## src/rtl/muldiv_unit.sv

```systemverilog
// muldiv_unit: iterative RV32M multiply/divide unit (MUL..REMU) at width XLEN.
// A single shared shift/add datapath performs radix-2 multiply and restoring divide.
//
// Ports:
//   i_clk          rising-edge clock
//   i_reset        synchronous active-high reset
//   i_start        request strobe, sampled only while idle
//   i_op           funct3 operation select
//   i_src_a        multiplicand / dividend
//   i_src_b        multiplier / divisor
//   o_busy         high from the cycle after accept through the done cycle
//   o_done         one-cycle completion pulse
//   o_result       last completed result, held until the next completion
//   o_zero         o_result == 0, registered with o_result
//   o_div_by_zero  last completed op was a divide/remainder by zero
module muldiv_unit #(
    parameter int XLEN = 32
) (
    input  logic            i_clk,
    input  logic            i_reset,
    input  logic            i_start,
    input  logic [2:0]      i_op,
    input  logic [XLEN-1:0] i_src_a,
    input  logic [XLEN-1:0] i_src_b,
    output logic            o_busy,
    output logic            o_done,
    output logic [XLEN-1:0] o_result,
    output logic            o_zero,
    output logic            o_div_by_zero
);

    localparam logic [1:0] S_IDLE = 2'd0;
    localparam logic [1:0] S_CALC = 2'd1;
    localparam logic [1:0] S_FIX  = 2'd2;
    localparam logic [1:0] S_DONE = 2'd3;

    localparam logic [2:0] OP_MUL    = 3'b000;
    localparam logic [2:0] OP_MULH   = 3'b001;
    localparam logic [2:0] OP_MULHSU = 3'b010;
    localparam logic [2:0] OP_MULHU  = 3'b011;
    localparam logic [2:0] OP_DIV    = 3'b100;
    localparam logic [2:0] OP_DIVU   = 3'b101;
    localparam logic [2:0] OP_REM    = 3'b110;
    localparam logic [2:0] OP_REMU   = 3'b111;

    localparam int CW = $clog2(XLEN + 1);
    localparam logic [CW-1:0] CNT_INIT = CW'(XLEN);
    localparam logic [CW-1:0] CNT_ONE  = CW'(1);
    localparam logic [XLEN-1:0] MIN_NEG = {1'b1, {(XLEN-1){1'b0}}};

    logic [1:0]      r_state;
    logic [2:0]      r_op;
    logic [CW-1:0]   r_cnt;
    logic [XLEN-1:0] r_hi;
    logic [XLEN-1:0] r_lo;
    logic [XLEN-1:0] r_b;
    logic            r_neg_res;
    logic            r_neg_rem;
    logic            r_busy;
    logic            r_done;
    logic [XLEN-1:0] r_result;
    logic            r_zero;
    logic            r_dbz;

    // Operand conditioning at accept time
    logic            w_a_signed;
    logic            w_b_signed;
    logic            w_a_neg;
    logic            w_b_neg;
    logic [XLEN-1:0] w_a_mag;
    logic [XLEN-1:0] w_b_mag;
    logic            w_is_div;
    logic            w_b_zero;
    logic            w_ovf;
    logic            w_special;
    logic [XLEN-1:0] w_special_res;

    assign w_a_signed = (i_op == OP_MUL) || (i_op == OP_MULH) ||
                        (i_op == OP_MULHSU) || (i_op == OP_DIV) ||
                        (i_op == OP_REM);
    assign w_b_signed = (i_op == OP_MUL) || (i_op == OP_MULH) ||
                        (i_op == OP_DIV) || (i_op == OP_REM);
    assign w_a_neg  = w_a_signed & i_src_a[XLEN-1];
    assign w_b_neg  = w_b_signed & i_src_b[XLEN-1];
    assign w_a_mag  = w_a_neg ? (~i_src_a + 1'b1) : i_src_a;
    assign w_b_mag  = w_b_neg ? (~i_src_b + 1'b1) : i_src_b;
    assign w_is_div = i_op[2];
    assign w_b_zero = (i_src_b == '0);
    // Signed overflow only exists for DIV/REM: op[2]=1, op[0]=0
    assign w_ovf    = i_op[2] & ~i_op[0] &
                      (i_src_a == MIN_NEG) & (&i_src_b);
    assign w_special = w_is_div & (w_b_zero | w_ovf);

    // op[1] distinguishes remainder from quotient within the divide group
    always_comb begin
        w_special_res = '0;
        if (w_b_zero) begin
            w_special_res = i_op[1] ? i_src_a : '1;
        end else begin
            w_special_res = i_op[1] ? '0 : i_src_a;
        end
    end

    // Multiply step: {hi,lo} holds partial product over multiplier bits;
    // r_b is the multiplicand magnitude.
    logic [XLEN:0] w_mul_sum;
    assign w_mul_sum = {1'b0, r_hi} + {1'b0, (r_lo[0] ? r_b : '0)};

    // Restoring divide step: {hi,lo} = {remainder, dividend/quotient};
    // r_b is the divisor magnitude.
    logic [XLEN:0]   w_div_shl;
    logic            w_div_ok;
    logic [XLEN-1:0] w_div_sub;
    assign w_div_shl = {r_hi, r_lo[XLEN-1]};
    assign w_div_ok  = (w_div_shl >= {1'b0, r_b});
    // True difference is below 2^XLEN whenever it is kept
    assign w_div_sub = w_div_shl[XLEN-1:0] - r_b;

    // Sign correction and result selection
    logic [2*XLEN-1:0] w_prod;
    logic [2*XLEN-1:0] w_prod_fix;
    logic [XLEN-1:0]   w_quot;
    logic [XLEN-1:0]   w_rem;
    logic [XLEN-1:0]   w_fix_res;

    assign w_prod     = {r_hi, r_lo};
    assign w_prod_fix = r_neg_res ? (~w_prod + 1'b1) : w_prod;
    assign w_quot     = r_neg_res ? (~r_lo + 1'b1) : r_lo;
    assign w_rem      = r_neg_rem ? (~r_hi + 1'b1) : r_hi;

    always_comb begin
        w_fix_res = '0;
        case (r_op)
            OP_MUL:    w_fix_res = w_prod_fix[XLEN-1:0];
            OP_MULH,
            OP_MULHSU,
            OP_MULHU:  w_fix_res = w_prod_fix[2*XLEN-1:XLEN];
            OP_DIV,
            OP_DIVU:   w_fix_res = w_quot;
            OP_REM,
            OP_REMU:   w_fix_res = w_rem;
            default:   w_fix_res = '0;
        endcase
    end

    always_ff @(posedge i_clk) begin
        if (i_reset) begin
            r_state   <= S_IDLE;
            r_op      <= 3'b000;
            r_cnt     <= '0;
            r_hi      <= '0;
            r_lo      <= '0;
            r_b       <= '0;
            r_neg_res <= 1'b0;
            r_neg_rem <= 1'b0;
            r_busy    <= 1'b0;
            r_done    <= 1'b0;
            r_result  <= '0;
            r_zero    <= 1'b1;
            r_dbz     <= 1'b0;
        end else begin
            r_done <= 1'b0;
            case (r_state)
                S_IDLE: begin
                    if (i_start) begin
                        r_op      <= i_op;
                        r_neg_res <= w_a_neg ^ w_b_neg;
                        r_neg_rem <= w_a_neg;
                        r_busy    <= 1'b1;
                        if (w_special) begin
                            r_result <= w_special_res;
                            r_zero   <= (w_special_res == '0);
                            r_dbz    <= w_b_zero;
                            r_done   <= 1'b1;
                            r_state  <= S_DONE;
                        end else begin
                            r_hi    <= '0;
                            r_lo    <= w_is_div ? w_a_mag : w_b_mag;
                            r_b     <= w_is_div ? w_b_mag : w_a_mag;
                            r_cnt   <= CNT_INIT;
                            r_state <= S_CALC;
                        end
                    end
                end
                S_CALC: begin
                    r_cnt <= r_cnt - CNT_ONE;
                    if (r_op[2]) begin
                        if (w_div_ok) begin
                            r_hi <= w_div_sub;
                            r_lo <= {r_lo[XLEN-2:0], 1'b1};
                        end else begin
                            r_hi <= w_div_shl[XLEN-1:0];
                            r_lo <= {r_lo[XLEN-2:0], 1'b0};
                        end
                    end else begin
                        r_hi <= w_mul_sum[XLEN:1];
                        r_lo <= {w_mul_sum[0], r_lo[XLEN-1:1]};
                    end
                    if (r_cnt == CNT_ONE) begin
                        r_state <= S_FIX;
                    end
                end
                S_FIX: begin
                    r_result <= w_fix_res;
                    r_zero   <= (w_fix_res == '0);
                    r_dbz    <= 1'b0;
                    r_done   <= 1'b1;
                    r_state  <= S_DONE;
                end
                S_DONE: begin
                    r_busy  <= 1'b0;
                    r_state <= S_IDLE;
                end
                default: begin
                    r_state <= S_IDLE;
                end
            endcase
        end
    end

    assign o_busy        = r_busy;
    assign o_done        = r_done;
    assign o_result      = r_result;
    assign o_zero        = r_zero;
    assign o_div_by_zero = r_dbz;

endmodule
```

## config.mk

```make
export PLATFORM = sky130hd
export DESIGN_NAME = muldiv_unit
export DESIGN_NICKNAME = d
export VERILOG_FILES = /design/src/rtl/muldiv_unit.sv
export SDC_FILE = /design/constraint.sdc
export NUM_CORES = 1
export LEC_CHECK = 0
export CORE_MARGIN = 5
export CORE_UTILIZATION = 36
export DETAILED_ROUTE_END_ITERATION = 6
export HOLD_SLACK_MARGIN = 0.05
export PLACE_DENSITY = 0.66
export SLEW_MARGIN = 10
export SYNTH_ARGS = -nofsm -noshare
export SYNTH_HDL_FRONTEND = slang
export SYNTH_SLANG_ARGS = --single-unit
```

## constraint.sdc

```tcl
create_clock -name i_clk -period 3.7 [get_ports i_clk]
set_input_delay 0.555 -clock i_clk [delete_from_list [all_inputs] [get_ports i_clk]]
set_output_delay 0.555 -clock i_clk [all_outputs]
set_load 0.02 [all_outputs]
```

==> impl_summary.md, run 1 <==
Die
After floorplanning, the core was divided into 76 placement rows. The die covers ~0.047 sq mm. From left edge to right edge, the die measures 217 um. The count of boundary I/O pins is 106. For this configuration, the core starts out at a cell density of 0.362. The height of the die is about 220 um. The region available for standard cell placement spans 0.0428 sq mm.

Worst setup path
The worst-case register-to-register setup slack is 100 ps. At the worst endpoint, the arrival time is 3980 ps. Traced cell by cell, the critical path runs through inv_1, buf_12, ha_1, nor4b_1, buf_4, nand4_1, buf_4, nor3_1, o21ai_0, o21ai_0, o21ai_0, buf_4, o31a_1, nand2_1, o211ai_1, a21oi_1. The worst setup path is captured at a flip-flop. The startpoint class of the critical path is a flip-flop. Along the worst path, the maximum fanout reaches 19. Counting cells, the worst reg-to-reg path comes to 16.

The cell with the largest stage delay on the worst path is sky130_fd_sc_hd__nor3_1. At the worst endpoint, the required time is 4080 ps. The start-to-end type of the worst setup path is reg -> reg. For this run, the slowest stage of the critical path takes ~500 ps.

Logic synthesis
The number of flops mapped to enable cells by yosys is 0. For this run, the register share of the synthesized area comes to 0.188. Counting every instance in the synthesized netlist gives 2236. The cell taking the most area after synthesis is sky130_fd_sc_hd__dfxtp_1. The leading register cell type out of synthesis is sky130_fd_sc_hd__dfxtp_1.

The number of distinct standard cells referenced by the synthesized netlist is 90. Yosys printed 0 warnings. The fraction of registers with async set/reset is 0. The synthesized design contains 145 register bits. The summed instance area of the synthesized netlist is between 0.015 and 0.02 sq mm. Ranked by total cell area, the synthesized netlist is headed by sky130_fd_sc_hd__dfxtp_1 19%, sky130_fd_sc_hd__nor2_1 7.2%, sky130_fd_sc_hd__ha_1 6.1%.

The area fraction of the dominant cell type after synthesis is 0.188. The mean instance size in the synthesized netlist is 6.92 sq um. Synthesis produced a netlist with a net count of around 2400.

Cells and area
The non-filler instance count after layout is around 3100. Of the cells placed in the final design, the portion with a size suffix greater than 1 is 0.169. For this run, the post-layout net count is roughly 2700. At the end of the flow the core is filled with cells to 0.464. The area growth from synthesis to layout is 28.4%.

The number of antenna cells inserted is 0.

Drt
The mean routed wirelength per cell is roughly 24 um. For this block, the via count after detailed routing is 18700. The detail route stage leaves a number of antenna-violating nets equal to 0. The initial DRC count is roughly 2100.

The number of iterations in the first detailed-routing pass is 6. After detailed routing, the number of remaining DRC violations is 0. For this block, the routed nets add up to 72900 um of wire. The ratio of routed vias to standard cells is 6.07.

Power and ir drop
The static leakage power is between 7 and 8 nW. The maximum vdd drop is 0.462 mV. The power per unit of standard cell area is about 600 mW/mm^2.

Flow run
The tool flagged a number of max-cap violations equal to 0.

Timing
The hold violation count in the final report is 0. The actual slew at the worst max-slew pin is about 1100 ps. After layout, the minimum clock period comes to roughly 3600 ps. Hold is met by between 400 and 500 ps. The final worst-path setup slack is roughly 100 ps.

The final max-slew violation count is 0. The number of failing setup endpoints in the final timing report is 0. The final setup TNS is 0 ps. The post-route clock skew is ~13 ps. The remaining max-slew budget at the tightest pin is 0.296.

The fraction of the cycle the final worst path needs is 0.973. Timing would allow up to around 0.28 GHz. Setup repair after global routing left no endpoint under its margin.

CTS
The clock passes through at most 2 buffers. Hold repair after CTS inserted 0 buffers. For the worst-skew pair, the clock arrives at the later sink with an insertion delay of ~460 ps. The number of clock sinks seen by CTS is approximately 150. The CTS tree is built. The clock-pin slew of the registers on the worst-case setup and hold paths is around 70 ps.

CTS built an H-tree with a depth of 4. In this run, CTS created clock tree buffers numbering 17. The root buffer cell chosen for the clock tree is sky130_fd_sc_hd__clkbuf_16.

GRT
Global routing finished with a remaining overflow of 0. The initial antenna violation count was 1. The first global-routing pass estimated around 110000 um of wire. The number of global-route vias before repair was approximately 17000.

The all-layer global routing usage is 0.296. The maximum number of pins on one net before global-route repair is between 70 and 80.

Placed design
The congestion estimate from routability-driven global placement came to about 1.0. The worst setup timing slack at the placement stage is -507 ps. The total placed cells including tap cells is between 3000 and 4000. In this run the tool buffered the top-level ports with approximately 110 buffer cells. The wire-length estimate of the detail-placed layout is between 50000 and 60000 um.

Hold path
The number of cells on the worst hold path is 2. The tightest min-delay check is of the reg -> reg type.

Outcome
The run finished with clean final reports.
-- power by group --
group / switching, mW / leakage [nW] / internal [mW] / total, mW
clock: 0.839 / 0.274 / 0.889 / 1.73
combinational: 4.68 / 6.44 / 3.15 / 7.84
sequential: 0.408 / 1.19 / 1.92 / 2.33
total: 5.93 / 7.90 / 5.97 / 11.9
-- cell families (layout without fill, tap and decap cells) --
group | after synthesis | count (layout) | synth area share
simple gates | 838 | 838 | 0.255
compound gates | 702 | 702 | 0.298
buf+inv | 253 | 551 | 0.0637
xor+xnor | 151 | 151 | 0.0855
flops | 145 | 145 | 0.188
fa+ha+maj | 91 | 91 | 0.0723
mux | 56 | 56 | 0.0376
-- timing repair --
| item | in CTS | in global routing |
|---|---|---|
| resized for setup | 3 | 29 |
| pin swaps | 1 | 6 |
| buffers inserted | 0 | 4 |
| cloned | 1 | 0 |
| setup endpoints to repair | 8 | 88 |
-- metal layers --
| layer | track usage | wire length, um | share of wire |
|---|---|---|---|
| met1 | 0.422 | 32200 | 0.44 |
| met2 | 0.454 | 31600 | 0.43 |
| met3 | 0.0424 | 5960 | 0.082 |
| met4 | 0.111 | 3120 | 0.043 |
| met5 | 0 | 0 | 0 |
-- critical path: cells and delay by family, from the launching register on --
family | cells | cell delay (ps)
simple gates | 4 | 1010
buf+inv | 5 | 820
fa+ha+maj | 1 | 180
compound gates | 6 | 1090
flops | 1 | 380
-- cell usage after synthesis (33+ instances only) --
cell and number:
sky130_fd_sc_hd__nor2_1 297, sky130_fd_sc_hd__nand2_1 218, sky130_fd_sc_hd__xor2_1 71, sky130_fd_sc_hd__nor4_1 38
sky130_fd_sc_hd__o211ai_1 43, sky130_fd_sc_hd__inv_1 85, sky130_fd_sc_hd__xnor2_1 80, sky130_fd_sc_hd__a21oi_1 182
sky130_fd_sc_hd__mux2i_1 39, sky130_fd_sc_hd__nand3_1 33, sky130_fd_sc_hd__nor3_1 77, sky130_fd_sc_hd__ha_1 75
sky130_fd_sc_hd__o21ai_0 135, sky130_fd_sc_hd__clkbuf_1 133, sky130_fd_sc_hd__dfxtp_1 145, sky130_fd_sc_hd__a211oi_1 103
-- worst paths after layout --
check / start / to
setup / recovery: r_lo[0]$_SDFFE_PP0P_ / o_result[26]$_SDFFE_PP0P_
hold / removal: o_result[22]$_SDFFE_PP0P_ / o_result[22]$_SDFFE_PP0P_
setup reg to reg: r_lo[0]$_SDFFE_PP0P_ / o_result[26]$_SDFFE_PP0P_
hold reg to reg: o_result[22]$_SDFFE_PP0P_ / o_result[22]$_SDFFE_PP0P_
-- area by class of cell --
cell class | instances | area, sq um
fillers | 4364 | 22900
flip-flops and latches | 145 | 2910
clock inverters | 15 | 135
repair buffers | 430 | 3680
inverters | 89 | 334
multi-input cells | 1838 | 11700
clock buffers | 17 | 425
well taps | 546 | 683
-- cells in the final DEF, fill, tap and decap left out, types with 15 or more instances in the layout --
cell                              count
sky130_fd_sc_hd__or4_1               18
sky130_fd_sc_hd__xor2_1              71
sky130_fd_sc_hd__buf_4              310
sky130_fd_sc_hd__and3_1              16
sky130_fd_sc_hd__clkbuf_16           17
sky130_fd_sc_hd__nor3_1              77
sky130_fd_sc_hd__nand2b_1            17
sky130_fd_sc_hd__mux2_2              17
sky130_fd_sc_hd__or3_1               24
sky130_fd_sc_hd__mux2i_1             39
sky130_fd_sc_hd__nor4_1              36
sky130_fd_sc_hd__o31ai_1             24
sky130_fd_sc_hd__o21ai_0            131
sky130_fd_sc_hd__a31oi_1             19
sky130_fd_sc_hd__nand4_1             31
sky130_fd_sc_hd__nand2_1            218
sky130_fd_sc_hd__nor2_1             297
sky130_fd_sc_hd__clkdlybuf4s50_1    101
sky130_fd_sc_hd__a21o_1              19
sky130_fd_sc_hd__ha_1                74
sky130_fd_sc_hd__a21oi_1            182
sky130_fd_sc_hd__xnor2_1             79
sky130_fd_sc_hd__and2_1              15
sky130_fd_sc_hd__o211ai_1            43
sky130_fd_sc_hd__dfxtp_1            142
sky130_fd_sc_hd__o21a_1              16
sky130_fd_sc_hd__a211oi_1           100
sky130_fd_sc_hd__nand3_1             33
sky130_fd_sc_hd__inv_1               83
-- sequential cells by signal (all words and copies together), names as in the netlist, 2 cells and up --
| register | cells |
|---|---|
| r_cnt | 6 |
| r_lo | 32 |
| r_state | 2 |
| r_b | 32 |
| r_hi | 32 |
| o_result | 32 |
| r_op | 3 |
-- metrics by stage --
| stage | area (sq um) | total power, mW |
|---|---|---|
| 2_1_floorplan | 15500 | 6.59 |
| 3_3_place_gp | 19100 | 9.84 |
| 3_5_place_dp | 19100 | 9.87 |
| 4_1_cts | 19700 | 11.7 |
| 5_1_grt | 19900 | 12.5 |
| 6_report | 19900 | 11.9 |
No activity file was read; power rests on OpenSTA's default activity.
==> run 2: changes to the inputs <==
Settings changed: SKIP_LAST_GASP set to 1.
==> impl_summary.md, run 2 (same netlist as run 1, synthesis figures left out) <==
GRT
The number of global-route vias before repair is roughly 17000. The maximum number of pins on one net before global-route repair is 79. The met1 global-route usage is 0.422. The wire length of the first global-routing pass is around 110000 um. In this run the most used layer during global routing was met2. The total overflow left after global routing is 0. For met2 alone, demand over resource in global routing was 0.454. The global routing met3 resource utilization is 0.0424.

The all-layer global routing usage is 0.296. The initial antenna violation count is 1.

Cells and area
Once layout is complete, the utilization of the core stands at 0.464. Leaving out fill and tap cells, the most frequent cells in the layout are 310 x sky130_fd_sc_hd__buf_4, 297 x sky130_fd_sc_hd__nor2_1, 218 x sky130_fd_sc_hd__nand2_1, 182 x sky130_fd_sc_hd__a21oi_1, 143 x sky130_fd_sc_hd__dfxtp_1. The non-filler instance count after layout is 3080. The number of nets in the layout is 2668.

From synthesis to final layout, the design area changed by 28.4%. Of the cells placed in the final design, the portion with a size suffix greater than 1 is 0.169. The leading cell type in the layout, fill and taps excluded is sky130_fd_sc_hd__buf_4. The final cell area excluding filler cells is just under 0.02 sq mm. The number of antenna cells inserted is 0.

Placed design
During placement, the flow inserted port buffers numbering around 110. After legalization and detailed placement, the total HPWL measured between 50000 and 60000 um. The congestion estimate from routability-driven global placement came to 1.01.

In this run, placement finished with an instance count of about 3000. The post-detailed-placement cell area is 0.0191 sq mm.

CTS
TritonCTS built the clock tree. The buffer type at the clock tree root is sky130_fd_sc_hd__clkbuf_16. The clock-pin slew of the registers on the worst-case setup and hold paths is roughly 70 ps. The number of clock buffers inserted by TritonCTS is 17. In this run the number of H-tree levels came out at 4. No sink is reached through more buffers than the 2 on the longest clock path. The number of clock sinks seen by CTS is about 150. The number of hold buffers added after CTS is 0. The clock network latency to the later pin of the worst-skew pair is around 460 ps.

Drt
The final wirelength is 72900 um. The number of iterations in the first detailed-routing pass is 6. The initial DRC count is 2170. The ratio of routed vias to standard cells is between 6 and 7.

The routed layout has around 19000 vias. Dividing the detail-routed wire length by the instance count gives roughly 24 um. The final antenna-violating net count is 0. The post-route DRC violation count is 0.

Power and ir drop
In this run the power spent charging and discharging nets is ~6 mW. The share of total power dissipated in sequential elements is 0.196. The internal power of the cells totals 5.97 mW. The static leakage power is around 7.9 nW. The worst-case IR drop observed on VDD is approximately 0.47 mV. The combinational group share of total power is 0.658. Of the total power, the clock network draws 0.146.

Power spread over the standard cell area amounts to 599 mW/mm^2. Of the total power, the share spent switching nets is 0.499.

Timing
The hold violation count in the final report was 0. The number of failing setup endpoints in the final timing report is 0. Across all hold checks on the routed design, the worst slack comes to 454 ps. The actual slew at the worst max-slew pin is between 1000 and 1500 ps. Measured against its own limit, the worst slew margin works out to 0.273.

On the final layout, the worst clock skew is around 13 ps. The fmax is roughly 0.28 GHz. For the final routed database, the setup TNS stands at 0 ps. The final max-slew violation count is 0. The minimum clock period after layout is approximately 3600 ps. Setup repair after global routing could not meet its margin everywhere. Of the available clock period, the critical path in the final layout requires 0.974.

Die
The floorplan step defined a die boundary enclosing 0.0472 sq mm. The number of cell rows is 76. The overall die width is between 200 and 250 um. In this run the vertical extent of the chip is ~220 um. For this configuration, the core starts out at a cell density of 0.362. The area inside the core boundary is about 0.043 sq mm. During I/O placement, the number of pins put on the boundary was between 100 and 150.

Worst setup path
The startpoint class of the critical path is a flip-flop. The start-to-end type of the worst setup path is reg -> reg. Data on the critical path is required at its endpoint by around 4100 ps.

The worst setup path is captured at a flip-flop. The top fanout value on the critical path is 19. The worst path arrival time is around 4000 ps.

The worst reg2reg path endpoint is o_result[26]$_SDFFE_PP0P_. The worst setup path endpoint is o_result[26]$_SDFFE_PP0P_. The path depth of the worst reg2reg path is 16. The worst register-to-register path has a setup slack of about 98 ps. The startpoint of the worst register-to-register path is r_lo[0]$_SDFFE_PP0P_. The first element of the critical path is r_lo[0]$_SDFFE_PP0P_.

Flow run
The number of violations of the max-capacitance limit is 0.

Outcome
The run finished with clean final reports.

Hold path
The start point of the worst min-delay path is o_result[22]$_SDFFE_PP0P_. In this run the worst hold path is classified as reg -> reg.
-- run 2: cell counts in the layout (fill, tap and decap cells not counted) --
Identical to the previous run, type by type.
-- run 2: worst min path at each step --
stage	to	slack, ps	cells past startpoint
floorplan	r_b[25]$_SDFFE_PP0P_	430	2
finish	o_result[22]$_SDFFE_PP0P_	450	2
CTS	o_result[22]$_SDFFE_PP0P_	450	2
global placement	r_b[5]$_SDFFE_PP0P_	440	2
global route	o_result[22]$_SDFFE_PP0P_	470	2
detailed placement	o_result[22]$_SDFFE_PP0P_	440	2
-- run 2: timing repair --
action	CTS	global route
cloned	1	0
pin swaps	1	6
gates resized for setup	3	27
buffers inserted	0	4
endpoints found under the setup margin	8	88
-- run 2: area by class of cell --
cell class                 count  area [sq um]
fill                        4364         22900
multi-input combinational   1838         11700
timing repair buffer         430          3680
sequential                   145          2910
tap                          546           683
clock buffer                  17           425
inverter                      89           334
clock inverter                15           135
-- run 2: per-layer routing --
metal / part of all wire / vias up
li1: - / 8783
met1: 0.44 / 8995
met2: 0.44 / 865
met3: 0.079 / 136
met4: 0.042 / 0
met5: 0 / -
-- run 2: power by group through the flow --
| stage | logic [mW] | registers (mW) | clock network (mW) |
|---|---|---|---|
| 2_1_floorplan | 4.33 | 2.25 | 0 |
| 3_3_place_gp | 7.51 | 2.34 | 0 |
| 3_5_place_dp | 7.52 | 2.35 | 0 |
| 4_1_cts | 7.60 | 2.31 | 1.74 |
| 5_1_grt | 8.35 | 2.37 | 1.81 |
| 6_report | 7.83 | 2.33 | 1.73 |
-- run 2: stage by stage --
step	total power [mW]	setup WS, ps
after detailed placement	9.87	-507
after CTS	11.7	2.68
after global routing	12.5	-29.3
after floorplan	6.59	94.3
after global placement	9.84	-466
final	11.9	97.7
-- run 2: worst max-delay path, stage by stage (launching register included) --
cell and delay (ps):
sky130_fd_sc_hd__dfxtp_1 380, sky130_fd_sc_hd__inv_1 120, sky130_fd_sc_hd__buf_12 170, sky130_fd_sc_hd__ha_1 180
sky130_fd_sc_hd__nor4b_1 330, sky130_fd_sc_hd__buf_4 200, sky130_fd_sc_hd__nand4_1 80, sky130_fd_sc_hd__buf_4 170
sky130_fd_sc_hd__nor3_1 480, sky130_fd_sc_hd__o21ai_0 330, sky130_fd_sc_hd__o21ai_0 230, sky130_fd_sc_hd__o21ai_0 130
sky130_fd_sc_hd__buf_4 160, sky130_fd_sc_hd__o31a_1 140, sky130_fd_sc_hd__nand2_1 130, sky130_fd_sc_hd__o211ai_1 130
sky130_fd_sc_hd__a21oi_1 160
